<file path="config.mk">
export PLATFORM = sky130hd
export DESIGN_NAME = mem_port_arbiter
export DESIGN_NICKNAME = d
export VERILOG_FILES = /design/src/rtl/mem_port_arbiter.sv
export SDC_FILE = /design/constraint.sdc
export NUM_CORES = 1
export LEC_CHECK = 0
export ABC_AREA = 1
export CAP_MARGIN = 25
export CORE_MARGIN = 2
export CORE_UTILIZATION = 29
export CTS_BUF_LIST = sky130_fd_sc_hd__clkbuf_8 sky130_fd_sc_hd__clkbuf_16
export DETAILED_ROUTE_END_ITERATION = 10
export PLACE_DENSITY = 0.85
export SETUP_SLACK_MARGIN = 0.02
export SYNTH_ARGS = -nofsm -noshare
export SYNTH_HDL_FRONTEND = slang
export SYNTH_SLANG_ARGS = --single-unit
</file>
<file path="constraint.sdc">
create_clock -name clock -period 3.24 [get_ports clock]
set_input_delay 0.648 -clock clock [delete_from_list [all_inputs] [get_ports clock]]
set_output_delay 0.648 -clock clock [all_outputs]
set_load 0.005 [all_outputs]
</file>
<file path="src/rtl/mem_port_arbiter.sv">
// Single-port memory arbiter shared by fetch (IF) and load/store (D).
// One grant per cycle, tracks the in-flight read and routes its data back to the owner.
module mem_port_arbiter #(
    parameter int ADDR_W     = 8,
    parameter int DATA_W     = 8,
    parameter int READ_LAT   = 1,
    parameter int STREAK_MAX = 3
) (
    input  logic              clock,
    input  logic              reset,
    input  logic              if_req,
    input  logic [ADDR_W-1:0] if_addr,
    input  logic              if_flush,
    output logic              if_gnt,
    output logic              if_rvalid,
    output logic [DATA_W-1:0] if_rdata,
    input  logic              d_req,
    input  logic              d_we,
    input  logic [ADDR_W-1:0] d_addr,
    input  logic [DATA_W-1:0] d_wdata,
    output logic              d_gnt,
    output logic              d_rvalid,
    output logic [DATA_W-1:0] d_rdata,
    output logic [ADDR_W-1:0] mem_addr,
    output logic [DATA_W-1:0] mem_wdata,
    output logic              mem_we,
    output logic              mem_re,
    input  logic [DATA_W-1:0] mem_rdata
);
    localparam int LW = $clog2(READ_LAT + 1);
    localparam int SW = $clog2(STREAK_MAX + 1);

    typedef enum logic {IDLE, RD_WAIT} state_t;
    typedef enum logic {OWN_IF, OWN_D} owner_t;

    state_t        state_q, state_d;
    owner_t        owner_q, owner_d;
    logic [LW-1:0] lat_q, lat_d;
    logic [SW-1:0] streak_q, streak_d;
    logic          cancel_q, cancel_d;

    logic can_gnt, if_ok, if_force, deliver, rd_gnt;

    always_ff @(posedge clock or negedge reset) begin
        if (!reset) begin
            state_q  <= IDLE;
            owner_q  <= OWN_IF;
            lat_q    <= '0;
            streak_q <= '0;
            cancel_q <= 1'b0;
        end else begin
            state_q  <= state_d;
            owner_q  <= owner_d;
            lat_q    <= lat_d;
            streak_q <= streak_d;
            cancel_q <= cancel_d;
        end
    end

    always_comb begin
        // Grants are gated by reset so the port goes quiet the instant reset asserts.
        deliver  = (state_q == RD_WAIT) && (lat_q == LW'(1));
        can_gnt  = reset && ((state_q == IDLE) || deliver);
        if_ok    = if_req && !if_flush;
        if_force = if_ok && (streak_q == SW'(STREAK_MAX));
        if_gnt   = can_gnt && if_ok && (!d_req || if_force);
        d_gnt    = can_gnt && d_req && !if_force;
        rd_gnt   = if_gnt || (d_gnt && !d_we);

        if_rvalid = deliver && (owner_q == OWN_IF) && !cancel_q && !if_flush;
        d_rvalid  = deliver && (owner_q == OWN_D);
        if_rdata  = if_rvalid ? mem_rdata : '0;
        d_rdata   = d_rvalid  ? mem_rdata : '0;

        mem_addr  = '0;
        mem_wdata = '0;
        mem_we    = 1'b0;
        mem_re    = 1'b0;
        if (if_gnt) begin
            mem_addr = if_addr;
            mem_re   = 1'b1;
        end else if (d_gnt) begin
            mem_addr  = d_addr;
            mem_wdata = d_wdata;
            mem_we    = d_we;
            mem_re    = !d_we;
        end

        state_d  = state_q;
        owner_d  = owner_q;
        lat_d    = lat_q;
        cancel_d = cancel_q;
        if (state_q == RD_WAIT) begin
            // A flush kills the pending fetch response but the memory stays busy.
            if (owner_q == OWN_IF && if_flush)
                cancel_d = 1'b1;
            if (deliver) begin
                state_d = IDLE;
                lat_d   = '0;
            end else begin
                lat_d = lat_q - LW'(1);
            end
        end
        if (rd_gnt) begin
            state_d  = RD_WAIT;
            lat_d    = LW'(READ_LAT);
            owner_d  = if_gnt ? OWN_IF : OWN_D;
            cancel_d = 1'b0;
        end

        streak_d = streak_q;
        if (if_gnt || !if_req)
            streak_d = '0;
        else if (d_gnt && streak_q != SW'(STREAK_MAX))
            streak_d = streak_q + SW'(1);
    end
endmodule
</file>
Yosys cells after proc, flatten, opt, wreduce, memory -nomap -nowiden

Index checks and enable logic that the tools add are counted.
W data, S select, Z words.

$add $sub $neg: 2
Equality and inequality tests: 2
Multiplexer cells: 22
Bitwise operators: 2
Reduce and logical (&&, ||, !) cells: 29

Operators by type and width:

| operator              | count |
|---|---|
| $mux W8               | 6 |
| $logic_and A1 B1 Y1   | 15 |
| $mux W1               | 14 |
| $logic_not A1 Y1      | 6 |
| $reduce_bool A2 Y1    | 3 |
| $logic_or A1 B1 Y1    | 4 |
| $mux W2               | 2 |
| $add A2 B1 Y2 const B | 1 |
| $eq A2 B2 Y1 const B  | 1 |
| $ne A2 B2 Y1 const B  | 1 |
| $not A1 Y1            | 2 |
| $reduce_and A2 Y1     | 1 |
| $sub A1 B1 Y1 const B | 1 |

Register bits: 6
Output and inout port bits: 38
Logic and storage cells: 62

Longest topological paths before layout

Gate-level depths: netlist (run 1).

Word-level depth: 9
Gate-level depth with buffers: 7

Worst setup path before layout (run 1)

OpenSTA, ideal clock, no wires.

Kind: input to output
From: input if_req
To: output mem_addr[0]
Data arrival time: 1.232 ns
Required time: 2.592 ns
Path slack: 1.360 ns
Stages: 7
Cell sequence: inv_1 -> nor2_1 -> o21ai_0 -> nor2_2 -> buf_6 -> nand2_1 -> nand2_1

Elaborated cells between the ends (all ways): 9
Classes of those cells: mux: 2; reduce/logical: 7

RTL lines:

| element               | line | RTL |
|---|---|---|
| start, declared       | 11   | `input logic if_req,` |
| $logic_and A1 B1 Y1 * | 64   | `if_ok = if_req && !if_flush;` |
| $logic_and A1 B1 Y1   | 65   | `if_force = if_ok && (streak_q == SW'(STREAK_MAX));` |
| $logic_or A1 B1 Y1    | 66   | `if_gnt = can_gnt && if_ok && (!d_req \|\| if_force);` |
| $logic_and A1 B1 Y1 * | 66   |  |
| via if_gnt            | 14   | `output logic if_gnt,` |
| $mux W8 *             | 79   | `if (if_gnt) begin` |
| end, declared         | 24   | `output logic [ADDR_W-1:0] mem_addr,` |

Mark *: on every way through the listed nets, which the timed path passes. The rest lies on a longest branch.

Final worst setup path (run 1)

From: input if_req
To: output mem_addr[7]

Word-level cells in the longest chain between the ends: 6
Elaborated cells between the ends (all ways): 9
Classes of those cells: mux: 2; reduce/logical: 7

RTL lines:

| element               | line | RTL |
|---|---|---|
| $logic_and A1 B1 Y1 * | 64   |  |
| $logic_and A1 B1 Y1   | 65   |  |
| $logic_not A1 Y1      | 67   | `d_gnt = can_gnt && d_req && !if_force;` |
| $logic_and A1 B1 Y1   | 67   |  |
| $mux W8               | 82   | `end else if (d_gnt) begin` |
| $mux W8 *             | 79   |  |

Every way passes the cells marked *; elsewhere a longest branch is shown, timed or not.

==> results of run 1 <==
==> power breakdown <==
| group | total (uW) | switching, uW | internal, uW |
|---|---|---|---|
| combinational | 249 | 105 | 144 |
| clock | 114 | 33.8 | 79.9 |
| sequential | 113 | 15.4 | 97.1 |
==> cell families after synthesis <==
| group | Yosys count | share of synthesized area, % |
|---|---|---|
| AOI/OAI and AO/OA | 6 | 5.20 |
| adders and majority gates | 1 | 1.86 |
| and+or+nand+nor | 75 | 48.9 |
| buffers and inverters | 34 | 21.7 |
| DFF | 6 | 22.3 |
==> flip-flops by register name, summed over array words and instances (netlist names) <==
signal and cells:
lat_q 1, streak_q 2, state_q 1, owner_q 1, cancel_q 1
==> routing by layer <==
layer  GRT usage (%)  vias to the layer above  routed length (um)
met5               0                        -                   0
met4            4.27                        0                  14
met3            4.57                        3                 231
met2            34.6                       48                1220
met1            19.4                      418                 863
li1                -                      507                   -
==> synthesized netlist by cell type <==
master    n  area (um^2)
nor2_1   32          120
nor2_8    1         20.0
dfrtp_1   6          150
nand3_2   1         10.0
or2_2     1         6.26
o21ai_0   1         5.00
buf_6     1         11.3
nand2_4   1         11.3
nand3_1   4         20.0
ha_1      1         12.5
nor2_2    1         6.26
buf_8     1         15.0
a31oi_1   1         6.26
inv_2     3         11.3
a21oi_2   1         8.76
a21oi_1   3         15.0
nand2_1  31          116
inv_1    29          109
nand2_2   2         12.5
nand4_1   1         6.26
==> per-stage QoR <==
step,hold WS [ns],setup slack (ns)
after floorplan,0.352,1.36
after global placement,0.493,0.219
after detailed placement,0.513,0.164
after CTS,0.522,0.164
after global routing,0.544,0.0366
final,0.517,0.156
==> layout by cell type (no fill, tap or decap), drive strengths merged <==
cell            n
a21oi           4
a31oi           1
buf             2
clkbuf          3
clkdlybuf4s50  75
dfrtp           6
ha              1
inv            32
nand2          34
nand3           5
nand4           1
nor2           34
o21ai           1
or2             1
==> how the worst max path moves through the flow <==
stage,startpoint,depth (start not counted),slack [ns],to
after floorplan,if_req,7,1.36,mem_addr[0]
after global placement,if_req,9,0.22,mem_addr[6]
after detailed placement,if_req,9,0.16,mem_addr[7]
after CTS,if_req,9,0.16,mem_addr[7]
after global routing,if_flush,8,0.04,mem_wdata[6]
final,if_req,9,0.16,mem_addr[7]
==> layout make-up <==
cell class / instances / share of cell area [%]
clock buffer: 3 / 2.77
inverter: 32 / 8.07
multi-input combinational: 82 / 25.3
sequential: 6 / 10.1
tap: 28 / 2.35
timing repair buffer: 77 / 51.4
==> critical path, delay by kind of cell <==
kind / cells / cell delay (ns)
buffers and inverters: 4 / 1.26
AOI/OAI and AO/OA: 1 / 0.11
and+or+nand+nor: 4 / 0.41
==> flow_metrics.env, run 1 <==
export IMPL_initialDrtViolationCount=14
export IMPL_start_util_pct=30.4
export IMPL_drive_above_1_share_pct=8.00
export IMPL_setup_violations=0
export IMPL_vias=976
export IMPL_cts_tree="yes"
export IMPL_multi_input_area_um2=377
export IMPL_worstHoldPathCells=2
export IMPL_critPathKind="in2out"
export IMPL_globalRouteOverflowTotal=0
export IMPL_clkTransAtPathRegs_ns=0.03
export IMPL_reg2reg_slack_ns=1.83
export IMPL_cts_setup_buffers=0
export IMPL_hold_class="reg2reg"
export IMPL_antenna_cells=0
export IMPL_synthCells=122
export IMPL_grt_pass1_vias=919
export IMPL_yosysSeqAreaShare_pct=22.3
export IMPL_placed_area_mm2=0.00145
export IMPL_drv_cap=0
export IMPL_fin_nets=241
export IMPL_post_route_util_pct=67.3
export IMPL_row_count=17
export IMPL_outcome="finished, final reports clean"
export IMPL_period_share_pct=95.2
export IMPL_period_minus_slack_ns=3.08
export IMPL_crit_required_ns=2.59
export IMPL_timing_setup_tns_ns=0
export IMPL_fin_worst_skew_ns=0.00551
export IMPL_max_freq_mhz=324
export IMPL_clockBufferDepth=2
export IMPL_drv_slew=0
export IMPL_dp_hpwl_mm=2.03
export IMPL_r2r_end="cancel_q$_DFFE_PN0P_"
export IMPL_slew_headroom_pct=78.7
export IMPL_crit_slowest_cell="clkdlybuf4s50_1"
export IMPL_final_area_mm2=0.00149
export IMPL_arrival_ns=2.44
export IMPL_ios=76
export IMPL_io_buffers=75
export IMPL_grt_pass1_wl_mm=3.77
export IMPL_cts_root_buf="clkbuf_8"
export IMPL_cts_sinks=6
export IMPL_path_cells="clkdlybuf4s50_1 > inv_1 > nor2_1 > o21ai_0 > nor2_2 > buf_4 > nand2_1 > nand2_1 > clkdlybuf4s50_1"
export IMPL_p_per_area_mw_per_mm2=319
export IMPL_cts_resized=0
export IMPL_drcViolationCount=0
export IMPL_hold_viol_final=0
export IMPL_finalNonFillerCells=228
export IMPL_ff_latch_area_um2=150
export IMPL_path_max_fanout=7
export IMPL_ys_types=20
export IMPL_hold_end="cancel_q$_DFFE_PN0P_"
export IMPL_grt_max_degree=16
export IMPL_area_growth_pct=121
export IMPL_nFillCells=190
export IMPL_clock_latency_ns=0.23
export IMPL_r2r_cells=7
export IMPL_htreeDepth=1
export IMPL_power_leakage_uw=0.000755
export IMPL_cts_inserted_buffers=3
export IMPL_die_area_mm2=0.00272
export IMPL_antenna_left=0
export IMPL_worstHoldStart="cancel_q$_DFFE_PN0P_"
export IMPL_worstReg2RegStart="streak_q[0]$_DFFE_PN0P_"
export IMPL_antenna_found_initial=0
export IMPL_syn_cell_area_um2=673
export IMPL_fp_coreArea_mm2=0.00221
export IMPL_totalWireLength_mm=2.33
export IMPL_dr_pass1_iters=4
export IMPL_finalPower_uw=475
export IMPL_rsz0062_at_grt="false"
export IMPL_placedCellCount=225
export IMPL_hold_buffers=0
export IMPL_max_stage_delay_ns=0.51
export IMPL_ys_ff_latch=6
export IMPL_syn_area_per_cell_um2=5.52
export IMPL_ys_warn_count=0
export IMPL_grt_usage_pct=18.0
export IMPL_via_per_inst=4.28
export IMPL_die_w_um=52.2
export IMPL_gp_congestion=0.738
export IMPL_worstMarginPinSlew_ns=0.319
export IMPL_start_kind="input pin"
export IMPL_routedWlPerCell_um=10.2
export IMPL_syn_nets=161
export IMPL_die_h_um=52.2
export IMPL_end_kind="primary output"
export IMPL_ir_drop_mv=0.274
Note: power is estimated with default switching activity, not from simulation.
==> inputs of run 2 (changes only) <==
ABC_AREA = unset   (was 1)
CORE_UTILIZATION = 30   (was 29)
PLACE_DENSITY = 0.86   (was 0.85)
==> flow_metrics.env, run 2 <==
export IMPL_yosysSeqAreaShare_pct=21.5
export IMPL_totalWireLength_mm=2.66
export IMPL_antenna_left=0
export IMPL_r2r_end="streak_q[0]$_DFFE_PN0P_"
export IMPL_slew_headroom_pct=66.3
export IMPL_antenna_cells=0
export IMPL_htreeDepth=1
export IMPL_antenna_found_initial=0
export IMPL_fp_coreArea_mm2=0.00221
export IMPL_synthTopCellsByArea="and2_1 (22%), dfrtp_1 (22%), nand3_1 (11%)"
export IMPL_die_w_um=52.2
export IMPL_startpoint="if_req"
export IMPL_cts_sinks=6
export IMPL_synth_flop_cell="dfrtp_1"
export IMPL_async_flop_share_pct=100
export IMPL_hold_class="reg2reg"
export IMPL_globalRouteOverflowTotal=0
export IMPL_clock_latency_ns=0.23
export IMPL_power_leakage_uw=0.000603
export IMPL_synthCells=93
export IMPL_dp_hpwl_mm=2.26
export IMPL_final_common_cell="clkdlybuf4s50_1"
export IMPL_ys_types=28
export IMPL_cts_tree="yes"
export IMPL_timing_setup_tns_ns=0
export IMPL_ir_drop_mv=0.264
export IMPL_cts_inserted_buffers=3
export IMPL_cp_top_family="buffers and inverters"
export IMPL_initialDrtViolationCount=17
export IMPL_critPathKind="in2out"
export IMPL_grt_max_degree=14
export IMPL_path_cells="clkdlybuf4s50_1 > and2b_1 > nand3_1 > a21oi_1 > clkdlybuf4s50_1"
export IMPL_die_h_um=52.2
export IMPL_outcome="finished, final reports clean"
export IMPL_ys_warn_count=0
export IMPL_ios=76
export IMPL_dr_pass1_iters=4
export IMPL_fin_worst_skew_ns=0.00106
export IMPL_vias=968
export IMPL_cts_resized=0
export IMPL_grt_pass1_wl_mm=4.14
export IMPL_regMostFlops="streak_q"
export IMPL_clkTransAtPathRegs_ns=0.04
export IMPL_period_minus_slack_ns=3.11
export IMPL_crit_cells=5
export IMPL_cts_root_buf="clkbuf_8"
export IMPL_synth_edf_count=0
export IMPL_worstReg2RegStart="streak_q[0]$_DFFE_PN0P_"
export IMPL_setup_violations=0
export IMPL_hold_buffers=0
export IMPL_crit_required_ns=2.59
export IMPL_grt_pass1_vias=917
export IMPL_ff_latch_area_um2=150
export IMPL_clockBufferDepth=2
export IMPL_period_share_pct=95.9
export IMPL_routedWlPerCell_um=13.5
export IMPL_multi_input_area_um2=508
export IMPL_drv_slew=0
export IMPL_area_growth_pct=118
export IMPL_max_stage_delay_ns=0.58
export IMPL_cts_setup_buffers=0
export IMPL_worstHoldPathCells=2
export IMPL_crit_slowest_cell="clkdlybuf4s50_1"
export IMPL_end_kind="primary output"
export IMPL_grt_usage_pct=20.8
export IMPL_worstMarginPinSlew_ns=0.505
export IMPL_die_area_mm2=0.00273
export IMPL_drv_cap=0
export IMPL_path_max_fanout=10
export IMPL_synth_top_cell_area_share_pct=21.5
export IMPL_finalNonFillerCells=197
export IMPL_rsz0062_at_grt="false"
export IMPL_start_kind="input pin"
export IMPL_start_util_pct=31.6
export IMPL_row_count=17
export IMPL_fin_nets=210
export IMPL_syn_nets=132
export IMPL_drive_above_1_share_pct=5.92
export IMPL_placedCellCount=194
export IMPL_largest_reg_flops=2
export IMPL_nFillCells=190
export IMPL_via_per_inst=4.91
export IMPL_arrival_ns=2.46
export IMPL_gp_congestion=0.712
export IMPL_syn_area_per_cell_um2=7.51
export IMPL_p_per_area_mw_per_mm2=301
export IMPL_ys_top_cells_by_count="and2_1 (24), nand3_1 (16), a21oi_1 (8), nand2_1 (7), dfrtp_1 (6)"
export IMPL_io_buffers=75
export IMPL_max_freq_mhz=322
export IMPL_r2r_cells=4
export IMPL_synth_most_common_cell="and2_1"
export IMPL_crit_buf_inv=2
export IMPL_final_cell_mix="clkdlybuf4s50_1 (75), and2_1 (24), nand3_1 (16), a21oi_1 (8), nand2_1 (7)"
export IMPL_ys_ff_latch=6
export IMPL_hold_viol_final=0
export IMPL_cp_common_cell="clkdlybuf4s50_1"
export IMPL_synth_top_area_cell="and2_1"
export IMPL_drcViolationCount=0
export IMPL_cp_endpoint="mem_addr[6]"
export IMPL_reg2reg_slack_ns=1.50
export IMPL_syn_cell_area_um2=698
-- run 2: final cells by class --
type	count	share of cell area, %
repair buffers	78	50.9
well taps	28	2.31
multi-input cells	79	33.4
inverters	3	0.741
flip-flops and latches	6	9.88
clock buffers	3	2.72
-- run 2: per-stage QoR --
stage               total power, uW  area, um^2  setup slack, ns  hold WS, ns  util (%)
floorplan                       207         698             1.25        0.352         -
global placement                334        1480            0.202        0.536      66.8
detailed placement              342        1480            0.140        0.555      66.8
CTS                             460        1520            0.134        0.560      68.7
global route                    488        1520           0.0348        0.590      68.7
finish                          457        1520            0.134        0.559      68.7
-- run 2: how the worst min path moves through the flow --
stage                            start                      end  slack [ns]
3_3_place_gp      cancel_q$_DFFE_PN0P_     cancel_q$_DFFE_PN0P_        0.54
5_1_grt           cancel_q$_DFFE_PN0P_     cancel_q$_DFFE_PN0P_        0.59
3_5_place_dp   streak_q[1]$_DFFE_PN0P_  streak_q[1]$_DFFE_PN0P_        0.55
2_1_floorplan                    reset     cancel_q$_DFFE_PN0P_        0.35
4_1_cts        streak_q[1]$_DFFE_PN0P_  streak_q[1]$_DFFE_PN0P_        0.56
6_report       streak_q[1]$_DFFE_PN0P_  streak_q[1]$_DFFE_PN0P_        0.56
-- run 2: worst min-delay path: stages (launching register included) --
cell,delay (ns)
dfrtp_1,0.37
nand2_1,0.06
o32ai_1,0.08
-- run 2: layer usage --
metal  global-route usage, %  vias up  part of all wire (%)
li1                        -      480                     -
met4                    6.41        0                   1.1
met3                    6.00        5                   9.0
met5                       0        -                     0
met2                    40.5       48                    54
met1                    21.0      435                    36
-- run 2: where the power goes --
part | switching, uW | internal (uW)
registers | 23.8 | 94.1
logic | 81.6 | 141
clock network | 36.6 | 80.2
-- run 2: kinds of logic (layout without fill, tap and decap cells) --
family	Yosys count	after routing	share of synthesized area (%)
adders and majority gates	1	1	1.79
AOI/OAI and AO/OA	16	16	16.3
and+or+nand+nor	61	61	53.4
xor gates and xnor gates	1	1	1.25
buffers and inverters	8	84	5.73
DFF	6	6	21.5
